==> config.mk <==
export PLATFORM = sky130hd
export DESIGN_NAME = fetch_stage_if_id
export DESIGN_NICKNAME = d
export VERILOG_FILES = /design/src/rtl/fetch_stage_if_id.sv
export SDC_FILE = /design/constraint.sdc
export NUM_CORES = 1
export LEC_CHECK = 0
export ABC_AREA = 1
export BUFFER_PORTS_ARGS = -buffer_cell sky130_fd_sc_hd__buf_2
export CAP_MARGIN = 5
export CORE_UTILIZATION = 57
export DETAILED_ROUTE_END_ITERATION = 7
export PLACE_DENSITY = 0.88
export SYNTH_ARGS = -nofsm -noshare
export SYNTH_HDL_FRONTEND = slang
export SYNTH_SLANG_ARGS = --single-unit
export TNS_END_PERCENT = 30
==> constraint.sdc <==
create_clock -name clk -period 4.35 [get_ports clk]
set_input_delay 0.6525 -clock clk [delete_from_list [all_inputs] [get_ports clk]]
set_output_delay 0.6525 -clock clk [all_outputs]
set_load 0.02 [all_outputs]
==> src/rtl/fetch_stage_if_id.sv <==
// fetch_stage_if_id: PC register, imem request/ack port and IF/ID register.
// Optional macro PERF_CNT_EN adds fetch_cnt / stall_cnt counters.
module fetch_stage_if_id #(
  parameter logic [31:0] RESET_PC = 32'h0000_0000,
  parameter logic [31:0] NOP_INST = 32'h0000_0000
) (
  input  logic        clk,
  input  logic        rst,
  input  logic        stall,
  input  logic        branch_taken,
  input  logic [31:0] branch_target,
  output logic        imem_req,
  output logic [31:0] imem_addr,
  input  logic        imem_ack,
  input  logic [31:0] imem_rdata,
  output logic [31:0] PCOUT,
  output logic [31:0] INST_IF_ID,
  output logic [31:0] PCIN_IF_ID,
  output logic        valid_IF_ID
`ifdef PERF_CNT_EN
  ,
  output logic [31:0] fetch_cnt,
  output logic [31:0] stall_cnt
`endif
);

  typedef enum logic [1:0] {
    S_IDLE,
    S_FETCH,
    S_HOLD,
    S_KILL
  } state_t;

  typedef struct packed {
    logic [31:0] inst;
    logic [31:0] pcin;
    logic        valid;
  } if_id_t;

  localparam if_id_t BUBBLE = '{
    inst:  NOP_INST,
    pcin:  32'h0,
    valid: 1'b0
  };

  state_t      r_state;
  state_t      w_state_nxt;
  logic [31:0] r_pc;
  logic [31:0] w_pc_nxt;
  logic [31:0] r_hold_inst;
  logic [31:0] w_hold_nxt;
  logic [31:0] r_pend_target;
  logic [31:0] w_pend_nxt;
  if_id_t      r_ifid;
  if_id_t      w_ifid_nxt;
  logic [31:0] w_tgt;
  logic [31:0] w_pc_inc;
  logic        w_req;

  logic w_br_ack;
  logic w_br_wait;
  logic w_take;
  logic w_park;
  logic w_wait_stall;
  logic w_wait;

  assign w_tgt    = branch_target & 32'hFFFF_FFFC;
  assign w_pc_inc = r_pc + 32'd4;

  assign w_br_ack     = branch_taken & imem_ack;
  assign w_br_wait    = branch_taken & ~imem_ack;
  assign w_take       = ~branch_taken & imem_ack & ~stall;
  assign w_park       = ~branch_taken & imem_ack & stall;
  assign w_wait_stall = ~branch_taken & ~imem_ack & stall;
  assign w_wait       = ~branch_taken & ~imem_ack & ~stall;

  // state register
  always_ff @(posedge clk or negedge rst) begin
    if (!rst) r_state <= S_IDLE;
    else      r_state <= w_state_nxt;
  end

  // next-state: leave FETCH only to park a word or chase a branch
  always_comb begin
    w_state_nxt = r_state;
    unique case (r_state)
      S_IDLE:  w_state_nxt = S_FETCH;
      S_FETCH: begin
        if (w_br_wait)   w_state_nxt = S_KILL;
        else if (w_park) w_state_nxt = S_HOLD;
      end
      S_HOLD: begin
        if (branch_taken || !stall)
          w_state_nxt = S_FETCH;
      end
      S_KILL: begin
        if (imem_ack) w_state_nxt = S_FETCH;
      end
    endcase
  end

  // outputs: request strobe and next PC / IF/ID / side registers
  always_comb begin
    w_req      = 1'b0;
    w_pc_nxt   = r_pc;
    w_ifid_nxt = r_ifid;
    w_hold_nxt = r_hold_inst;
    w_pend_nxt = r_pend_target;
    unique case (r_state)
      S_IDLE: begin
      end
      S_FETCH: begin
        w_req = 1'b1;
        unique case (1'b1)
          w_br_ack: begin
            w_pc_nxt   = w_tgt;
            w_ifid_nxt = BUBBLE;
          end
          w_br_wait: begin
            w_pend_nxt = w_tgt;
            w_ifid_nxt = BUBBLE;
          end
          w_take: begin
            w_ifid_nxt = '{imem_rdata, w_pc_inc, 1'b1};
            w_pc_nxt   = w_pc_inc;
          end
          w_park: begin
            w_hold_nxt = imem_rdata;
          end
          w_wait_stall: begin
          end
          w_wait: begin
            w_ifid_nxt = BUBBLE;
          end
        endcase
      end
      S_HOLD: begin
        if (branch_taken) begin
          w_pc_nxt   = w_tgt;
          w_ifid_nxt = BUBBLE;
          w_hold_nxt = 32'h0;
        end else if (!stall) begin
          w_ifid_nxt = '{r_hold_inst, w_pc_inc, 1'b1};
          w_pc_nxt   = w_pc_inc;
        end
      end
      S_KILL: begin
        w_req      = 1'b1;
        w_ifid_nxt = BUBBLE;
        if (branch_taken) w_pend_nxt = w_tgt;
        if (imem_ack)
          w_pc_nxt = branch_taken ? w_tgt : r_pend_target;
      end
    endcase
  end

  // datapath registers
  always_ff @(posedge clk or negedge rst) begin
    if (!rst) begin
      r_pc          <= RESET_PC;
      r_ifid        <= BUBBLE;
      r_hold_inst   <= 32'h0;
      r_pend_target <= 32'h0;
    end else begin
      r_pc          <= w_pc_nxt;
      r_ifid        <= w_ifid_nxt;
      r_hold_inst   <= w_hold_nxt;
      r_pend_target <= w_pend_nxt;
    end
  end

  assign imem_req    = w_req;
  assign imem_addr   = r_pc;
  assign PCOUT       = r_pc;
  assign INST_IF_ID  = r_ifid.inst;
  assign PCIN_IF_ID  = r_ifid.pcin;
  assign valid_IF_ID = r_ifid.valid;

`ifdef PERF_CNT_EN
  logic        w_load;
  logic [31:0] r_fetch_cnt;
  logic [31:0] r_stall_cnt;

  assign w_load = (r_state == S_FETCH && w_take)
               || (r_state == S_HOLD
                   && !branch_taken && !stall);

  // count valid IF/ID loads and non-flushed stall edges
  always_ff @(posedge clk or negedge rst) begin
    if (!rst) begin
      r_fetch_cnt <= 32'h0;
      r_stall_cnt <= 32'h0;
    end else begin
      if (w_load)
        r_fetch_cnt <= r_fetch_cnt + 32'd1;
      if (stall && !branch_taken)
        r_stall_cnt <= r_stall_cnt + 32'd1;
    end
  end

  assign fetch_cnt = r_fetch_cnt;
  assign stall_cnt = r_stall_cnt;
`endif

endmodule

==> summary.md <==
| Metric | Value |
|---|---|
| Pwr dens | 738 mW/mm2 |
| CTS Sinks | about 160 |
| Num CTS Buffers | 17 |
| Die ar. | approximately 0.016 mm2 |
| # fillers | approximately 1,200 |
| Worst Hold Class | in -> async |
| R2R setup slack | about 1200 ps |
| Instance area after placement | around 0.0097 mm2 |
| Global Route Usage Sum | 0.302 |
| Initial antenna violation count | 0 |
| Outcome | finished, final reports clean |
| P_leak | roughly 5.5 nW |
| Synth top area cells | dfrtp_1 46%, nand2_1 13%, inv_1 5.8% |
| Final setup skew | 8.40 ps |
| #FFs+latches synth | approximately 160 |
| Layout cells sized above 1 | 0.213 |
| Clock-pin slew on the worst setup and hold paths | roughly 70 ps |
| Commonest cells post-synth | 310 x nand2_1, 163 x dfrtp_1, 139 x inv_1 |
| Area leader, netlist | dfrtp_1 |
| DRT iter0 DRCs | around 1,100 |
| Worst endpoint required time | between 4000 and 5000 ps |
| Clock Latency Late Sink | 440 ps |
| WS Path Type | reg -> reg |
| Worst slack at placement | about 1400 ps |
| FF-to-FF Start | r_state[1] |
| Final hold violations | 0 |
| Post-route minimum period | 3110 ps |
| Worst setup path startpoint | r_state[1] |
| Non-Filler Instances | between 1,500 and 2,000 |
| Rel. slew slack | 0.197 |
| Cell variety after synth | 45 |
| Hold-fix buffers, CTS | 0 |
| RSZ-0062 raised after global routing | no |
| R2R depth | 6 |
| Top FF cell, synth | dfrtp_1 |
| DRC viols | 0 |
| Vias per cell | roughly 5.4 |
| Htree depth | 4 |
| Syn_area_per_cell | 7.60 um2 |
| # placed instances | 1,505 |
| Crit path DAT | 3410 ps |
| Post-CTS Setup Repair Bufs | 0 |
| Max_cap viols | 0 |
| Ant. Diodes | 0 |
| Ys async rst share | 1.00 |
| Congestion Overflow GR | 0 |
| DP Wirelength | approximately 16 mm |
| Post-route setup slack | between 1000 and 1500 ps |
| Synth warn | 0 |
| TNS Setup | 0 ps |
| VDD IR max | ~0.37 mV |
| Startpoint Class | flop |
| Largest net degree at the start of global routing | ~100 |
| Gate Count Post-Synth | ~1,200 |
| Routed length per instance | 15.3 um |
| Vias | ~8,400 |
| DRT Pass-1 Iters | 6 |
| Post-synthesis net count | 1,247 |
| Core Area | 0.0153 mm2 |
| Core Util, Final | 0.672 |
| CP Capture Type | flop |
| Final setup vio count | 0 |
| Sequential area share after synthesis | 0.456 |
| Cell area after synthesis | between 0.008 and 0.009 mm2 |
| CTS tree | yes |
| Worst R2R End | PCOUT[9] |
| Max-slew violation total from the final report | 0 |
| Highest clock rate | about 0.32 GHz |
| Clk root buf | clkbuf_16 |
| Maximum fanout along the worst path | 35 |
| Total power | between 7 and 8 mW |
| Final instance area | 0.0103 mm2 |
| Number of synthesized flops with an enable pin | 0 |
| Die height | about 130 um |
| Rows | 45 |
| Tightest Pin Transition | approximately 1200 ps |
| Starting Density | 0.586 |
| Nets | approximately 1,400 |
| Cts repair resizes | 0 |
| Most frequent cell after synthesis | nand2_1 |
| I/O pin cnt | between 150 and 200 |
| Worst hold slack | 288 ps |
| IO buf count | just under 200 |
| Die Wd | between 100 and 150 um |
| Number of global-route vias before repair | 7,529 |
| Routability cong. | a little over 0.9 |
| Antenna-violating nets left | 0 |
| First-pass GRT wire length | 37.8 mm |
| Clk buf depth | 2 |
| Crit share post-route | 0.715 |
| Layout area overhead | 14.8% |
| Synth top area share | 0.456 |
| Post-Route WL | about 24 mm |
==> power breakdown <==
part,internal [mW],switching [mW]
Sequential,2.10,0.475
Combinational,1.06,2.42
Clock,0.835,0.687
==> cell families (layout without fill, tap and decap cells) <==
kind of cell,Yosys count,in the layout,synth area share
fa+ha+maj,1,1,0.00140
flops,163,163,0.456
compound gates,232,232,0.146
simple gates,533,533,0.252
xor+xnor,10,10,0.00980
mux,2,2,0.00252
buf+inv,236,385,0.131
==> routing by layer <==
| layer | track usage | up-vias | wire (um) |
|---|---|---|---|
| li1 | - | 4016 | - |
| met1 | 0.430 | 3891 | 10200 |
| met2 | 0.465 | 393 | 11000 |
| met3 | 0.0498 | 52 | 1780 |
| met4 | 0.116 | 0 | 642 |
| met5 | 0 | - | 0 |
==> worst max-delay path by stage <==
stage / to / slack, ps
6_report: PCOUT[9] / 1240
3_5_place_dp: PCOUT[1] / 1390
3_3_place_gp: PCOUT[9] / 1410
2_1_floorplan: PCOUT[13] / 2630
4_1_cts: PCOUT[9] / 1370
5_1_grt: PCOUT[0] / 1030
==> area by class of cell <==
| cell class | count | area (um2) | area share |
|---|---|---|---|
| multi-input combinational | 778 | 3690 | 0.359 |
| clock inverter | 14 | 158 | 0.0154 |
| sequential | 163 | 4080 | 0.398 |
| tap | 211 | 264 | 0.0257 |
| clock buffer | 18 | 439 | 0.0428 |
| timing repair buffer | 203 | 1050 | 0.103 |
| inverter | 150 | 582 | 0.0567 |
==> critical path, cell delays in order (launching register included) <==
cell,delay [ps]
dfrtp_1,540
nand2_4,400
clkinv_2,430
a21oi_4,640
nand2_4,250
nor3_1,540
a21oi_1,130
==> sequential cells by signal, indices dropped and copies added (netlist names) <==
signal	flops
r_state	2
r_pend_target	32
r_hold_inst	32
PCOUT	32
INST_IF_ID	32
valid_IF_ID	1
PCIN_IF_ID	32
==> placed cells by master, fill, tap and decap left out, types with 9 or more instances in the layout <==
cell type	instances
nor2_2	9
nor2_1	120
buf_2	195
a21oi_1	66
nand3_1	60
o21ai_0	72
o21ai_1	11
clkbuf_16	17
dfrtp_1	163
o22ai_1	65
nand2_1	310
inv_1	139
No activity file was read; power rests on OpenSTA's default activity.
